$ cat src/rtl/hazard_ctrl.sv
// hazard_ctrl: 5-stage pipeline sequencing (warm-up, stalls, flushes, halt/drain, forwarding); HAZARD_PERF_CNT_EN adds stall/flush counters
module hazard_ctrl #(
    parameter int WARMUP_CYCLES = 4,
    parameter int DRAIN_CYCLES  = 3,
    parameter int CNT_W         = 32
) (
    input  logic       clk,
    input  logic       rst,
    input  logic [4:0] rs1_id,
    input  logic [4:0] rs2_id,
    input  logic       use_rs1_id,
    input  logic       use_rs2_id,
    input  logic       halt_id,
    input  logic [4:0] rs1_ex,
    input  logic [4:0] rs2_ex,
    input  logic [4:0] rd_ex,
    input  logic       mem_read_ex,
    input  logic [4:0] rd_mem,
    input  logic       reg_write_mem,
    input  logic [4:0] rd_wb,
    input  logic       reg_write_wb,
    input  logic       branch_taken_ex,
    output logic       pc_write,
    output logic       if_id_write,
    output logic       if_id_flush,
    output logic       id_ex_flush,
    output logic [1:0] forward_a,
    output logic [1:0] forward_b,
    output logic       busy,
    output logic       halted
`ifdef HAZARD_PERF_CNT_EN
    ,
    output logic [CNT_W-1:0] stall_cnt,
    output logic [CNT_W-1:0] flush_cnt
`endif
);
    typedef enum logic [1:0] {WARMUP, RUN, DRAIN, HALTED} state_t;
    state_t     state;
    logic [3:0] wcnt;
    logic [2:0] dcnt;
    logic       in_run, load_use, br, lu, hl;
    // RUN-state hazard arbitration: branch beats load-use beats halt
    always_comb begin
        in_run   = state == RUN;
        load_use = mem_read_ex && rd_ex != 5'd0 &&
                   ((use_rs1_id && rs1_id == rd_ex) || (use_rs2_id && rs2_id == rd_ex));
        br       = in_run && branch_taken_ex;
        lu       = in_run && !branch_taken_ex && load_use;
        hl       = in_run && !branch_taken_ex && !load_use && halt_id;
    end
    // Enables and flushes, zero latency from state and inputs
    always_comb begin
        pc_write    = in_run && !lu && !hl;
        if_id_write = in_run && !lu && !hl;
        if_id_flush = state == WARMUP || br;
        id_ex_flush = !in_run || br || lu || hl;
        busy        = state == WARMUP || state == DRAIN;
        halted      = state == HALTED;
    end
    // EX operand forwarding, MEM over WB, never from x0
    always_comb begin
        forward_a = (reg_write_mem && rd_mem != 5'd0 && rd_mem == rs1_ex) ? 2'b10 :
                    (reg_write_wb  && rd_wb  != 5'd0 && rd_wb  == rs1_ex) ? 2'b01 : 2'b00;
        forward_b = (reg_write_mem && rd_mem != 5'd0 && rd_mem == rs2_ex) ? 2'b10 :
                    (reg_write_wb  && rd_wb  != 5'd0 && rd_wb  == rs2_ex) ? 2'b01 : 2'b00;
    end
    // Sequencer: warm-up countdown, run, drain countdown, halt until reset
    always_ff @(posedge clk or posedge rst) begin
        if (rst) begin
            state <= WARMUP;
            wcnt  <= 4'(WARMUP_CYCLES - 1);
            dcnt  <= 3'd0;
        end else begin
            case (state)
                WARMUP: if (wcnt == 4'd0) state <= RUN; else wcnt <= wcnt - 4'd1;
                RUN: if (hl) begin
                    state <= DRAIN;
                    dcnt  <= 3'(DRAIN_CYCLES - 1);
                end
                DRAIN: if (dcnt == 3'd0) state <= HALTED; else dcnt <= dcnt - 3'd1;
                default: state <= HALTED;
            endcase
        end
    end
`ifdef HAZARD_PERF_CNT_EN
    // Saturating counts of load-use stall cycles and branch flush cycles
    always_ff @(posedge clk or posedge rst) begin
        if (rst) begin
            stall_cnt <= '0;
            flush_cnt <= '0;
        end else begin
            stall_cnt <= (lu && !(&stall_cnt)) ? stall_cnt + 1'b1 : stall_cnt;
            flush_cnt <= (br && !(&flush_cnt)) ? flush_cnt + 1'b1 : flush_cnt;
        end
    end
`else
    logic unused_cnt_w;
    assign unused_cnt_w = |CNT_W;
`endif
endmodule

$ cat config.mk
export PLATFORM = sky130hd
export DESIGN_NAME = hazard_ctrl
export DESIGN_NICKNAME = d
export VERILOG_FILES = /design/src/rtl/hazard_ctrl.sv
export SDC_FILE = /design/constraint.sdc
export NUM_CORES = 1
export LEC_CHECK = 0
export BUFFER_PORTS_ARGS = -buffer_cell sky130_fd_sc_hd__buf_2
export CAP_MARGIN = 20
export CORE_AREA = 2 2 62 64
export DETAILED_ROUTE_END_ITERATION = 12
export DIE_AREA = 0 0 64 66
export GPL_TIMING_DRIVEN = 0
export MAX_ROUTING_LAYER = met4
export SYNTH_ARGS = -nofsm -noshare
export SYNTH_HDL_FRONTEND = slang
export SYNTH_SLANG_ARGS = --single-unit
export TNS_END_PERCENT = 30
$ cat constraint.sdc
create_clock -name clk -period 2.5 [get_ports clk]
set_input_delay 0.5 -clock clk [delete_from_list [all_inputs] [get_ports clk]]
set_output_delay 0.5 -clock clk [all_outputs]
set_load 0.02 [all_outputs]
==> run metrics <==
# DRC=0; PwrDens=roughly 500 nW/µm²; GR Overflow Total=0; CP peak stage delay=around 0.52 ns; top sig layer=met4; layout cells sized above 1=about two fifths; count of final max-slew check failures=0; ANT nets after route=0; final period utilization=between 90% and 100%; routed wl met2=~1000 µm; reg-to-reg startpoint=dcnt[0]$_DFFE_PP0P_; fin crit period=between 2 and 2.5 ns; die footprint=4220 µm²; # H-tree levels=1; CTS Sinks=9; critical path cell sequence=buf_2, or4_1, o21a_1, a21oi_2, o211a_1, buf_2; asr flop ratio synth=100%; Hold Fails Final Rpt=0; final WL=around 2100 µm; drt first pass iters=4; Inserted Clock Buffers=3; io pins=54; met3 wire length=194 µm; Seq cells post-synth=9; worst skew pair latency=approximately 0.26 ns; Post-DP HPWL=between 1500 and 2000 µm; Crit Path Category=in -> out; CTS tree=yes; DRC marker count from the first detailed-route iteration=19; initial antenna violation count=0; DIE WIDTH=between 60 and 70 µm; GRT Util Overall=between 10 and 15%; Core Region=approximately 3600 µm²; vias in the first global route=between 800 and 900; sequential-to-total area share from yosys stat=~26%; GPL Wtd Cong=~0.74; Initial Utilization=between 20% and 30%; Cells after Synth=between 100 and 150; crit path launch=rd_ex[3]; Vias=about 900; Slew headroom=between 60% and 70%; VDD IR max=0.000326 V; cts hold-fix bufs=0; syn avg cell area=~8.5 µm²; synth warn=0; # diodes=0; CTS Buffer Depth=2; Reg clk slew, reported paths=about 0.060 ns; cell mode on critical path=buf_2; Worst R2R Path Depth=6; largest net degree at the start of global routing=10; area grow syn2layout=40.2%; Met1 Routed Length=937 µm; HP Class=in -> async; most common cell after layout, fill and taps aside=buf_2; fmax=a little over 0.4 GHz; Slew @ Worst Pin=0.495 ns; # rows=22; setup violators final=0; CP Launch Type=primary input; Avg Vias per Cell=4.30; first-pass GRT wire length=around 3700 µm; Synth cell types=27; Setup Skew=0.00187 ns; buffers added on ports=53; DIE HEIGHT=between 60 and 70 µm; Synth Cell Area=891 µm²; Overall Power=roughly 0.62 mW; Leak=0.597 nW; RSZ-0062 raised after global routing=no; CP max FO=3; Max stage delay cell, worst path=or4_1; Arrival @ worst endpoint=1.94 ns; status=finished clean; ys flop type=dfrtp_1; Routed wire per std cell=10.1 µm; Crit. End Element=output pin; commonest non-fill, non-tap cells in the layout=buf_2 (52), xnor2_1 (17), xor2_1 (15), nand2_1 (12), inv_1 (8); Setup Total Neg Slack=0 ns; Total Nets Final=210; critical path data required time=around 2.0 ns; Post-synth EDFFs=0; CTS root buffer=clkbuf_4; Max-Cap Viols=0; Net Count, Synth=152
## through the flow
stage,setup slack [ns],util (%),cell area [µm²],hold WS [ns],instances
2_1_floorplan,0.152,-,891,0.326,105
3_3_place_gp,0.0125,34.2,1220,0.475,206
3_5_place_dp,0.00893,34.2,1220,0.479,206
4_1_cts,0.0114,35.0,1240,0.197,210
5_1_grt,0.0164,35.2,1250,0.216,210
6_report,0.0623,35.2,1250,0.184,210
## layer usage
layer / GRT usage (%) / vias to the layer above
li1: - / 476
met1: 13.2 / 385
met2: 18.9 / 39
met3: 2.21 / 2
met4: 3.26 / 0
met5: - / -
## logic make-up after synthesis
family,after synthesis,synth area share (%)
AOI/OAI and AO/OA,14,11.2
xor gates and xnor gates,32,31.5
adders and majority gates,3,4.21
buffers and inverters,9,4.21
DFF,9,25.6
and+or+nand+nor,38,23.3
## worst max-delay path, delay by kind of cell
kind | cells | cell delay, ns
AOI/OAI and AO/OA | 3 | 0.62
and+or+nand+nor | 1 | 0.52
buffers and inverters | 2 | 0.29
## sequential cells by signal, summed over array words and instances (netlist names)
signal	count
dcnt	3
state	2
wcnt	4
## cells in the mapped netlist (2+ instances only)
library cell  count  area [µm²]
inv_1             8        30.0
nor4_2            2        25.0
xnor2_1          17         149
a21oi_2           2        17.5
o21ai_0           4        20.0
nand2_1          12        45.0
nor2_1            6        22.5
xor2_1           15         131
ha_1              3        37.5
nor4_1            3        18.8
dfrtp_1           7         175
o21a_1            2        15.0
nand4_1           2        12.5
nand3_1           4        20.0
dfstp_2           2        52.6
or4_1             5        37.5
## worst paths after layout
check | to | slack (ns)
min reg2reg | wcnt[3]$_DFFE_PP0P_ | 0.50
min in group clk | wcnt[3]$_DFFE_PP0P_ | 0.50
max | if_id_write | 0.06
max in group asynchronous | wcnt[0]$_DFFE_PP1P_ | 2.02
min | dcnt[1]$_DFFE_PP0P_ | 0.18
max reg2reg | dcnt[1]$_DFFE_PP0P_ | 0.99
## final cells by class
type | count | area, µm²
fill | 377 | 2300
multi-input combinational | 87 | 626
timing repair buffer | 54 | 279
sequential | 9 | 228
tap | 48 | 60.1
inverter | 8 | 30.0
clock buffer | 4 | 26.3
## repair_timing
item | CTS | global route
pin swaps | 1 | 4
setup buffers | 0 | 1
gates cloned | 0 | 0
gates resized for setup | 0 | 2
endpoints found under the setup margin | 1 | 1
## power by group
part	internal [mW]	total (mW)	switching, mW	leakage [nW]
registers	0.181	0.207	0.0264	0.105
clock network	0.0616	0.113	0.0516	0.0150
logic	0.135	0.304	0.169	0.477
total	0.377	0.624	0.247	0.597
No activity file was read; power rests on OpenSTA's default activity.
